===== src/rtl/gb_cpu_common_pkg.sv =====
// Shared gb_cpu definitions: interrupt FSM states, interrupt source
// indices, interrupt register selects and an index-width helper.
package gb_cpu_common_pkg;

  typedef enum logic [2:0] {
    IDLE    = 3'd0,
    WAIT0   = 3'd1,
    WAIT1   = 3'd2,
    PUSH_HI = 3'd3,
    PUSH_LO = 3'd4,
    JUMP    = 3'd5
  } irq_state_t;

  localparam int IRQ_VBLANK = 0;
  localparam int IRQ_STAT   = 1;
  localparam int IRQ_TIMER  = 2;
  localparam int IRQ_SERIAL = 3;
  localparam int IRQ_JOYPAD = 4;

  localparam logic REG_SEL_IF = 1'b0;
  localparam logic REG_SEL_IE = 1'b1;

  // Width of an index into n sources; never narrower than one bit.
  function automatic int irq_idx_w(input int n);
    return (n > 1) ? $clog2(n) : 1;
  endfunction

endpackage


===== src/rtl/gb_irq_prio_enc.sv =====
// Priority encoder for interrupt requests: bit 0 wins. valid is low
// when no request bit is set, in which case idx is 0.
module gb_irq_prio_enc
  import gb_cpu_common_pkg::*;
#(
  parameter int NUM_IRQ = 5,
  parameter int IDX_W   = irq_idx_w(NUM_IRQ)
) (
  input  logic [NUM_IRQ-1:0] req,
  output logic [IDX_W-1:0]   idx,
  output logic               valid
);

  // Scan from the top down so the lowest set bit is the last one written.
  always_comb begin
    idx   = '0;
    valid = 1'b0;
    for (int i = NUM_IRQ - 1; i >= 0; i--) begin
      if (req[i]) begin
        idx   = IDX_W'(i);
        valid = 1'b1;
      end
    end
  end

endmodule


===== src/rtl/gb_irq_ctrl.sv =====
// gb_cpu interrupt controller: IME/IE/IF ownership, delayed EI,
// priority selection and the 5 M-cycle dispatch sequence.
// Optional build macro GB_IRQ_HALT_BUG_EN adds halt_bug_o.
//
// state   | meaning
// --------+---------------------------------------------
// IDLE    | no dispatch; watching for IME & pending IRQ
// WAIT0   | dispatch cycle 1, internal delay
// WAIT1   | dispatch cycle 2, internal delay
// PUSH_HI | core pushes PC[15:8]
// PUSH_LO | core pushes PC[7:0]; vector chosen, IF bit cleared
// JUMP    | core loads vector_o into PC
module gb_irq_ctrl
  import gb_cpu_common_pkg::*;
#(
  parameter int          NUM_IRQ       = 5,
  parameter logic [15:0] VECTOR_BASE   = 16'h0040,
  parameter int          VECTOR_STRIDE = 8
) (
  input  logic               clk,
  input  logic               reset,
  input  logic [NUM_IRQ-1:0] irq_req_i,
  input  logic               reg_wr_i,
  input  logic               reg_sel_i,
  input  logic [7:0]         reg_wdata_i,
  output logic [7:0]         reg_rdata_o,
  input  logic               ei_i,
  input  logic               di_i,
  input  logic               reti_i,
  input  logic               instr_boundary_i,
  input  logic               halted_i,
  output logic               ime_o,
  output logic               wake_o,
  output logic               dispatch_o,
  output logic               push_hi_o,
  output logic               push_lo_o,
  output logic               jump_o,
  output logic [15:0]        vector_o
`ifdef GB_IRQ_HALT_BUG_EN
  ,
  output logic               halt_bug_o
`endif
);

  localparam int IDX_W = irq_idx_w(NUM_IRQ);

  irq_state_t         state_q, state_d;
  logic               ime_q, ime_d;
  logic               ei_pend_q, ei_pend_d;
  logic [NUM_IRQ-1:0] if_q, if_d;
  logic [NUM_IRQ-1:0] ie_q, ie_d;
  logic [NUM_IRQ-1:0] pending;
  logic [15:0]        vector_q, vector_d;
  logic [IDX_W-1:0]   enc_idx;
  logic               enc_valid;
  logic               dispatch_start;

  // Upper write-data bits only matter when all eight sources exist, and
  // halted_i only feeds the optional halt-bug detector.
  logic unused_inputs;
  assign unused_inputs = ^{reg_wdata_i, halted_i};

  assign pending        = ie_q & if_q;
  assign wake_o         = |pending;
  assign ime_o          = ime_q;
  assign dispatch_start = ime_q & wake_o & instr_boundary_i & (state_q == IDLE);

  // Selection is sampled in PUSH_LO, so an IE write from the stack push
  // in PUSH_HI can cancel the dispatch.
  gb_irq_prio_enc #(
    .NUM_IRQ (NUM_IRQ),
    .IDX_W   (IDX_W)
  ) u_prio_enc (
    .req   (pending),
    .idx   (enc_idx),
    .valid (enc_valid)
  );

  // Dispatch sequencer next state and decoded strobes.
  always_comb begin
    state_d    = state_q;
    dispatch_o = 1'b0;
    push_hi_o  = 1'b0;
    push_lo_o  = 1'b0;
    jump_o     = 1'b0;
    vector_o   = 16'h0000;
    unique case (state_q)
      IDLE:    if (dispatch_start) state_d = WAIT0;
      WAIT0:   begin state_d = WAIT1;   dispatch_o = 1'b1; end
      WAIT1:   begin state_d = PUSH_HI; dispatch_o = 1'b1; end
      PUSH_HI: begin state_d = PUSH_LO; dispatch_o = 1'b1; push_hi_o = 1'b1; end
      PUSH_LO: begin state_d = JUMP;    dispatch_o = 1'b1; push_lo_o = 1'b1; end
      JUMP: begin
        state_d    = IDLE;
        dispatch_o = 1'b1;
        jump_o     = 1'b1;
        vector_o   = vector_q;
      end
      default: state_d = IDLE;
    endcase
  end

  // IME and the delayed-EI flag; instruction controls are ignored mid-dispatch.
  always_comb begin
    ime_d     = ime_q;
    ei_pend_d = ei_pend_q;
    if (state_q == IDLE) begin
      if (ei_pend_q && instr_boundary_i) begin
        ime_d     = 1'b1;
        ei_pend_d = 1'b0;
      end
      if (ei_i)   ei_pend_d = 1'b1;
      if (reti_i) ime_d = 1'b1;
      if (di_i) begin
        ime_d     = 1'b0;
        ei_pend_d = 1'b0;
      end
      if (dispatch_start) ime_d = 1'b0;
    end
  end

  // IF/IE updates: dispatch acknowledge, then CPU write, then new requests on top.
  always_comb begin
    if_d = if_q;
    ie_d = ie_q;
    if (state_q == PUSH_LO && enc_valid) begin
      for (int i = 0; i < NUM_IRQ; i++) begin
        if (enc_idx == IDX_W'(i)) if_d[i] = 1'b0;
      end
    end
    if (reg_wr_i && reg_sel_i == REG_SEL_IF) if_d = reg_wdata_i[NUM_IRQ-1:0];
    if (reg_wr_i && reg_sel_i == REG_SEL_IE) ie_d = reg_wdata_i[NUM_IRQ-1:0];
    if_d = if_d | irq_req_i;
  end

  // Vector latched in PUSH_LO for presentation during JUMP.
  always_comb begin
    vector_d = vector_q;
    if (state_q == PUSH_LO) begin
      vector_d = enc_valid ? (VECTOR_BASE + 16'(enc_idx) * 16'(VECTOR_STRIDE)) : 16'h0000;
    end
  end

  // Register readback: unimplemented IF bits read 1, unimplemented IE bits read 0.
  always_comb begin
    reg_rdata_o = (reg_sel_i == REG_SEL_IE) ? 8'h00 : 8'hFF;
    for (int i = 0; i < NUM_IRQ; i++) begin
      reg_rdata_o[i] = (reg_sel_i == REG_SEL_IE) ? ie_q[i] : if_q[i];
    end
  end

  // State registers.
  always_ff @(posedge clk or negedge reset) begin
    if (!reset) begin
      state_q   <= IDLE;
      ime_q     <= 1'b0;
      ei_pend_q <= 1'b0;
      if_q      <= '0;
      ie_q      <= '0;
      vector_q  <= 16'h0000;
    end else begin
      state_q   <= state_d;
      ime_q     <= ime_d;
      ei_pend_q <= ei_pend_d;
      if_q      <= if_d;
      ie_q      <= ie_d;
      vector_q  <= vector_d;
    end
  end

`ifdef GB_IRQ_HALT_BUG_EN
  logic halted_q;

  // One-cycle pulse when HALT is entered with IME off and an IRQ already pending.
  always_ff @(posedge clk or negedge reset) begin
    if (!reset) begin
      halted_q   <= 1'b0;
      halt_bug_o <= 1'b0;
    end else begin
      halted_q   <= halted_i;
      halt_bug_o <= halted_i & ~halted_q & ~ime_q & wake_o;
    end
  end
`endif

endmodule


===== config.mk =====
export PLATFORM = sky130hd
export DESIGN_NAME = gb_irq_ctrl
export DESIGN_NICKNAME = d
export VERILOG_FILES = /design/src/rtl/gb_cpu_common_pkg.sv /design/src/rtl/gb_irq_prio_enc.sv /design/src/rtl/gb_irq_ctrl.sv
export SDC_FILE = /design/constraint.sdc
export NUM_CORES = 1
export LEC_CHECK = 0
export CORE_AREA = 8 8 62 64
export CTS_CLUSTER_SIZE = 25
export DETAILED_ROUTE_END_ITERATION = 8
export DIE_AREA = 0 0 70 72
export PLACE_DENSITY = 0.8
export SYNTH_ARGS = -nofsm -noshare
export SYNTH_HDL_FRONTEND = slang
export SYNTH_SLANG_ARGS = --single-unit

===== constraint.sdc =====
create_clock -name clk -period 2 [get_ports clk]
set_input_delay 0.2 -clock clk [delete_from_list [all_inputs] [get_ports clk]]
set_output_delay 0.2 -clock clk [all_outputs]
set_load 0.05 [all_outputs]

Word-level counts from Yosys, hierarchy flattened
Index checks and enable logic that the tools add are counted.
Widths: inputs -> output; s select.
- output and inout bits: 30
- logic and storage cells: 73
- flip-flop bits (word level): 31
- input port bits: 22
- bitwise operators: 6
- reductions and logical operators: 12
- $add $sub $neg: 1
- mux-type cells: 38
- eq/ne operators: 10
- operator list (cell ; count):
    $mux 1 ; 26
    $mux 3 ; 6
    $mux 16 ; 1
    $mux 8 ; 2
    $pmux 3 s5 ; 1
    $eq 3x2->1 const B ; 4
    $mux 5 ; 2
    $reduce_or 5->1 ; 2
    $eq 3x3->1 const B ; 3
    $add 7x6->8 const A ; 1
    $eq 3x1->1 const B ; 2
    $logic_not 3->1 ; 2
    $and 5x5->5 ; 1
    $or 5x5->5 ; 1
    $logic_and 1x1->1 ; 4
    $reduce_and 2->1 ; 2
    $reduce_bool 4->1 ; 1
    $and 1x1->1 ; 3
    $reduce_bool 3->1 ; 1
    $ne 2x2->1 const B ; 1
    $not 1->1 ; 1

Logic depth before layout (Yosys ltp)
- depth after elaboration: 11
- gate-level depth with buffers: 6
- gate-level depth less buffers: 4

By module
A second synthesis with hierarchy kept.
- cells, all modules: 127
- area total of the unflattened synthesis: 1187.4 sq um
- modules (own cells, without submodules) (module ; area each (sq um) ; sequential area each (sq um) ; cells an instance ; instances):
    gb_irq_ctrl ; 1138.6 ; 475.5 ; 119 ; 1
    gb_irq_prio_enc ; 48.8 ; 0.0 ; 8 ; 1

Worst setup path after synthesis
OpenSTA, ideal clock, no wires.
- path kind: flip-flop to output port
- start point: reg state_q[2]
- end point: out vector_o[3]
- arrival: 1605 ps
- slack: 195 ps
- required time: 1800 ps
- stages on the path, launching flop included: 4
- buffers on the path: 1
- path through: dfrtp_1 > clkbuf_1 > and3b_1 > and2_1
- longest elaborated chain between the ends: 2
- RTL lines (element ; RTL line ; RTL):
    start, declared ; gb_irq_ctrl.sv:47 ; irq_state_t state_q, state_d;
    start signal, assigned ; gb_irq_ctrl.sv:162 ; state_q <= state_d;
    $eq 3x3->1 ; gb_irq_ctrl.sv:87 ; unique case (state_q)
    $mux 16 ; gb_irq_ctrl.sv:87 ;
    end, declared ; gb_irq_ctrl.sv:38 ; output logic [15:0] vector_o
Every way passes these cells.

Final worst setup path
- start point: reg ie_q[1]
- end point: out wake_o
- longest elaborated chain between the ends: 2
- RTL lines (element ; RTL line ; RTL):
    start, declared ; gb_irq_ctrl.sv:51 ; logic [NUM_IRQ-1:0] ie_q, ie_d;
    start signal, assigned ; gb_irq_ctrl.sv:166 ; ie_q <= ie_d;
    $and 5x5->5 ; gb_irq_ctrl.sv:63 ; assign pending = ie_q & if_q;
    $reduce_or 5->1 ; gb_irq_ctrl.sv:64 ; assign wake_o = |pending;
    end, declared ; gb_irq_ctrl.sv:33 ; output logic wake_o,
Every way passes these cells.

==> metrics.md <==
| Metric | Value |
|---|---|
| Post-Synthesis Cells | `119` |
| Post-synthesis mux area share | `0.0708` |
| Number of synthesized flops with an enable pin | `0` |
| Total GRT Usage | `0.110` |
| Layout fillers | `roughly 260` |
| DRT iter0 DRCs | `71` |
| Via Count | `959` |
| Flop pwr share | `0.370` |
| # clock sinks | `19` |
| HPWL after detailed placement | `2290 um` |
| Compound-Gate Fraction of Synth Area | `0.179` |
| First-pass DRT Iterations | `4` |
| RSZ-0062 raised after global routing | `false` |
| Postcts setup bufs | `0` |
| Post-synthesis sequential area ratio | `0.427` |
| Fin crit period | `~1.8 ns` |
| Layout area overhead | `38.3%` |
| Max Cap Viol | `0` |
| Leading area contributor after synthesis | `dfrtp_1` |
| Peak Freq | `542 MHz` |
| Critical Path Source Type | `flip-flop` |
| Simple-Gate Fraction of Synth Area | `0.158` |
| Final WL | `~2800 um` |
| Crit path max fanout | `6` |
| Remaining DRCs | `0` |
| Ys flop type | `dfrtp_1` |
| Global-route wire length before repair | `approximately 4600 um` |
| Final hold viol count | `0` |
| Final worst slack | `between 0.15 and 0.2 ns` |
| CTS buffer count | `3` |
| Layout net count | `174` |
| Relative slew slack | `0.644` |
| FP Rows | `20` |
| Root Driver | `clkbuf_4` |
| Final worst clock skew | `around 0.009 ns` |
| Worst Hold Class | `input pin to async pin` |
| Slew Limit Fails | `0` |
| Crit path largest cell delay | `about 0.49 ns` |
| Boundary Pins | `52` |
| Wirelength per Cell | `15.2 um` |
| Critical path arrival | `around 1.6 ns` |
| Antenna Cells | `0` |
| P_int | `around 0.90 mW` |
| Final setup fails | `0` |
| Latest clock arrival within the worst-skew pair | `around 0.30 ns` |
| Status | `finished clean` |
| # port buffers | `35` |
| Initial Utilization | `0.384` |
| Worst-path cell chain | `a222oi_1 -> nand2_1 -> buf_4` |
| Layout Utilization | `0.531` |
| YS warnings | `0` |
| Fin crit share | `0.922` |
| Worst-margin pin slew | `0.533 ns` |
| Share of layout cells above drive strength 1 | `0.199` |
| H-tree levels | `1` |
| Vias/cell | `around 5.2` |
| Worst Path Required | `1.80 ns` |
| Worst Setup Path Type | `flip-flop to output pin` |
| Cells on worst reg2reg path | `4` |
| Syn_area_per_cell | `a little over 9 um2` |
| Gpl congestion | `~0.91` |
| Antenna violations before repair | `0` |
| Clk pin slew, worst setup/hold paths | `about 0.11 ns` |
| Placeable Area | `0.00290 mm2` |
| Async set-reset flop share out of synthesis | `1.00` |
| Mapped Area | `around 0.0011 mm2` |
| Psw | `~0.77 mW` |
| Die area | `roughly 0.0050 mm2` |
| Xor and xnor fraction of the mapped netlist area | `0.00787` |
| Die span in y | `72 um` |
| CTS tree | `done` |
| Max IR drop VDD | `~0.75 mV` |
| Vias in the first global route | `around 980` |
| Net Sw Frac | `0.462` |
| Yosys top cell area share | `0.427` |
| Crit path max-delay cell type | `a222oi_1` |
| Clk pwr share | `0.115` |
| Dpl ws | `about 0.23 ns` |
| Die X-Extent | `around 70 um` |
| Post-CTS sizing | `1` |
| Synth Register Bits | `19` |
| Overflow after GRT | `0` |
| Largest family of logic cells by synthesized area | `compound AO/OA/AOI/OAI gates` |
| Cell leakage power | `between 0.6 and 0.7 nW` |
| Post-synthesis adder-cell area fraction | `0` |
| Worst Setup End Kind | `output pin` |
| Setup tns final | `0 ns` |
| # hold bufs at CTS | `0` |
| Yosys cell types | `31` |
| Top post-synthesis cells by area | `dfrtp_1 43%, buf_4 9.4%, mux2_2 7.1%` |
| Combinational Power Share | `0.514` |
| Antenna Nets Post-Route | `0` |
| Clock tree buffer depth | `2` |
| Largest net degree at the start of global routing | `20` |
| Pwr dens | `1080 mW/mm2` |
## cells by family (layout without fill, tap and decap cells)
group | count (synthesis) | in the layout
buffers and inverters | 26 | 47
AOI/OAI and AO/OA | 30 | 30
muxes | 7 | 7
and+or+nand+nor | 35 | 35
xor gates and xnor gates | 1 | 1
other | 1 | 12
DFF | 19 | 19
## area by class of cell
cell class | count | area [um2] | share of cell area
clock buffer | 4 | 26.3 | 0.0171
inverter | 6 | 27.5 | 0.0179
multi-input combinational | 85 | 508 | 0.330
sequential | 19 | 475 | 0.309
tap | 33 | 41.3 | 0.0268
timing repair buffer | 37 | 462 | 0.300
## worst paths after layout
kind	startpoint	end	slack, ns
setup / recovery	ie_q[1]$_DFFE_PN0P_	wake_o	0.16
hold / removal	reset	state_q[2]$_DFFE_PN0P_	0.22
setup reg to reg	state_q[1]$_DFFE_PN0P_	if_q[4]$_DFF_PN0_	0.25
hold reg to reg	vector_q[5]$_DFFE_PN0N_	vector_q[5]$_DFFE_PN0N_	0.48
max in group asynchronous	reset	if_q[4]$_DFF_PN0_	1.57
min in group clk	irq_req_i[0]	if_q[0]$_DFF_PN0_	0.48
## critical path: cells and delay by family, from the launching register on
family,cells,cell delay [ns]
compound gates,1,0.49
flops,1,0.46
buf+inv,1,0.23
simple gates,1,0.17
## power by group through the flow
stage / combinational, mW / clock, mW / sequential, mW
floorplan: 0.662 / 0 / 0.579
global placement: 0.853 / 0 / 0.609
detailed placement: 0.874 / 0 / 0.622
CTS: 0.863 / 0.200 / 0.615
global route: 0.913 / 0.215 / 0.638
finish: 0.858 / 0.192 / 0.618
## flip-flops by register name (all words and copies together), names as in the netlist
register and cells:
ei_pend_q 1, ie_q 5, if_q 5, ime_o 1, state_q 3, vector_q 4
## layout by cell type, fill, tap and decap left out
master and count:
nand4_1 2, and3b_1 1, inv_1 5, clkbuf_1 1
mux2_2 7, a21oi_1 6, nor2_1 5, a222oi_1 1
o31a_1 1, and2_1 5, clkbuf_4 3, or4b_2 1
o21ai_0 10, o211ai_1 1, or3_1 1, dfrtp_1 19
conb_1 12, nor3_1 1, a22oi_1 3, clkinv_4 1
clkdlybuf4s50_1 18, buf_12 11, nand2_1 15, buf_4 7
a311oi_1 2, or3b_1 1, xnor2_1 1, nor2b_1 3
a221o_1 2, dlygate4sd2_1 1, a211o_1 3, a31oi_1 1
## synth_stat cells, drive strengths merged, types with 2 or more instances
| cell | number |
|---|---|
| clkbuf | 2 |
| and2 | 5 |
| a221o | 2 |
| inv | 5 |
| a211o | 3 |
| mux2 | 7 |
| nor2b | 3 |
| o21ai | 10 |
| a311oi | 2 |
| nor2 | 5 |
| nand2 | 15 |
| a22oi | 3 |
| nand4 | 2 |
| buf | 18 |
| dfrtp | 19 |
| a21oi | 6 |
## metrics by stage
stage | hold slack, ns | power [mW] | instances | cell area (um2)
after floorplan | -0.0956 | 1.24 | 130 | 1150
after CTS | 0.221 | 1.68 | 184 | 1540
after global routing | 0.261 | 1.77 | 184 | 1540
after global placement | 0.456 | 1.46 | 180 | 1520
final | 0.221 | 1.67 | 184 | 1540
after detailed placement | 0.466 | 1.50 | 180 | 1520
## routing by layer
layer	vias up	track usage	share of wire
met3	6	0.0314	0.083
li1	455	-	-
met5	-	0	0
met2	50	0.196	0.50
met1	448	0.109	0.38
met4	0	0.0759	0.031
No activity file was read; power rests on OpenSTA's default activity.
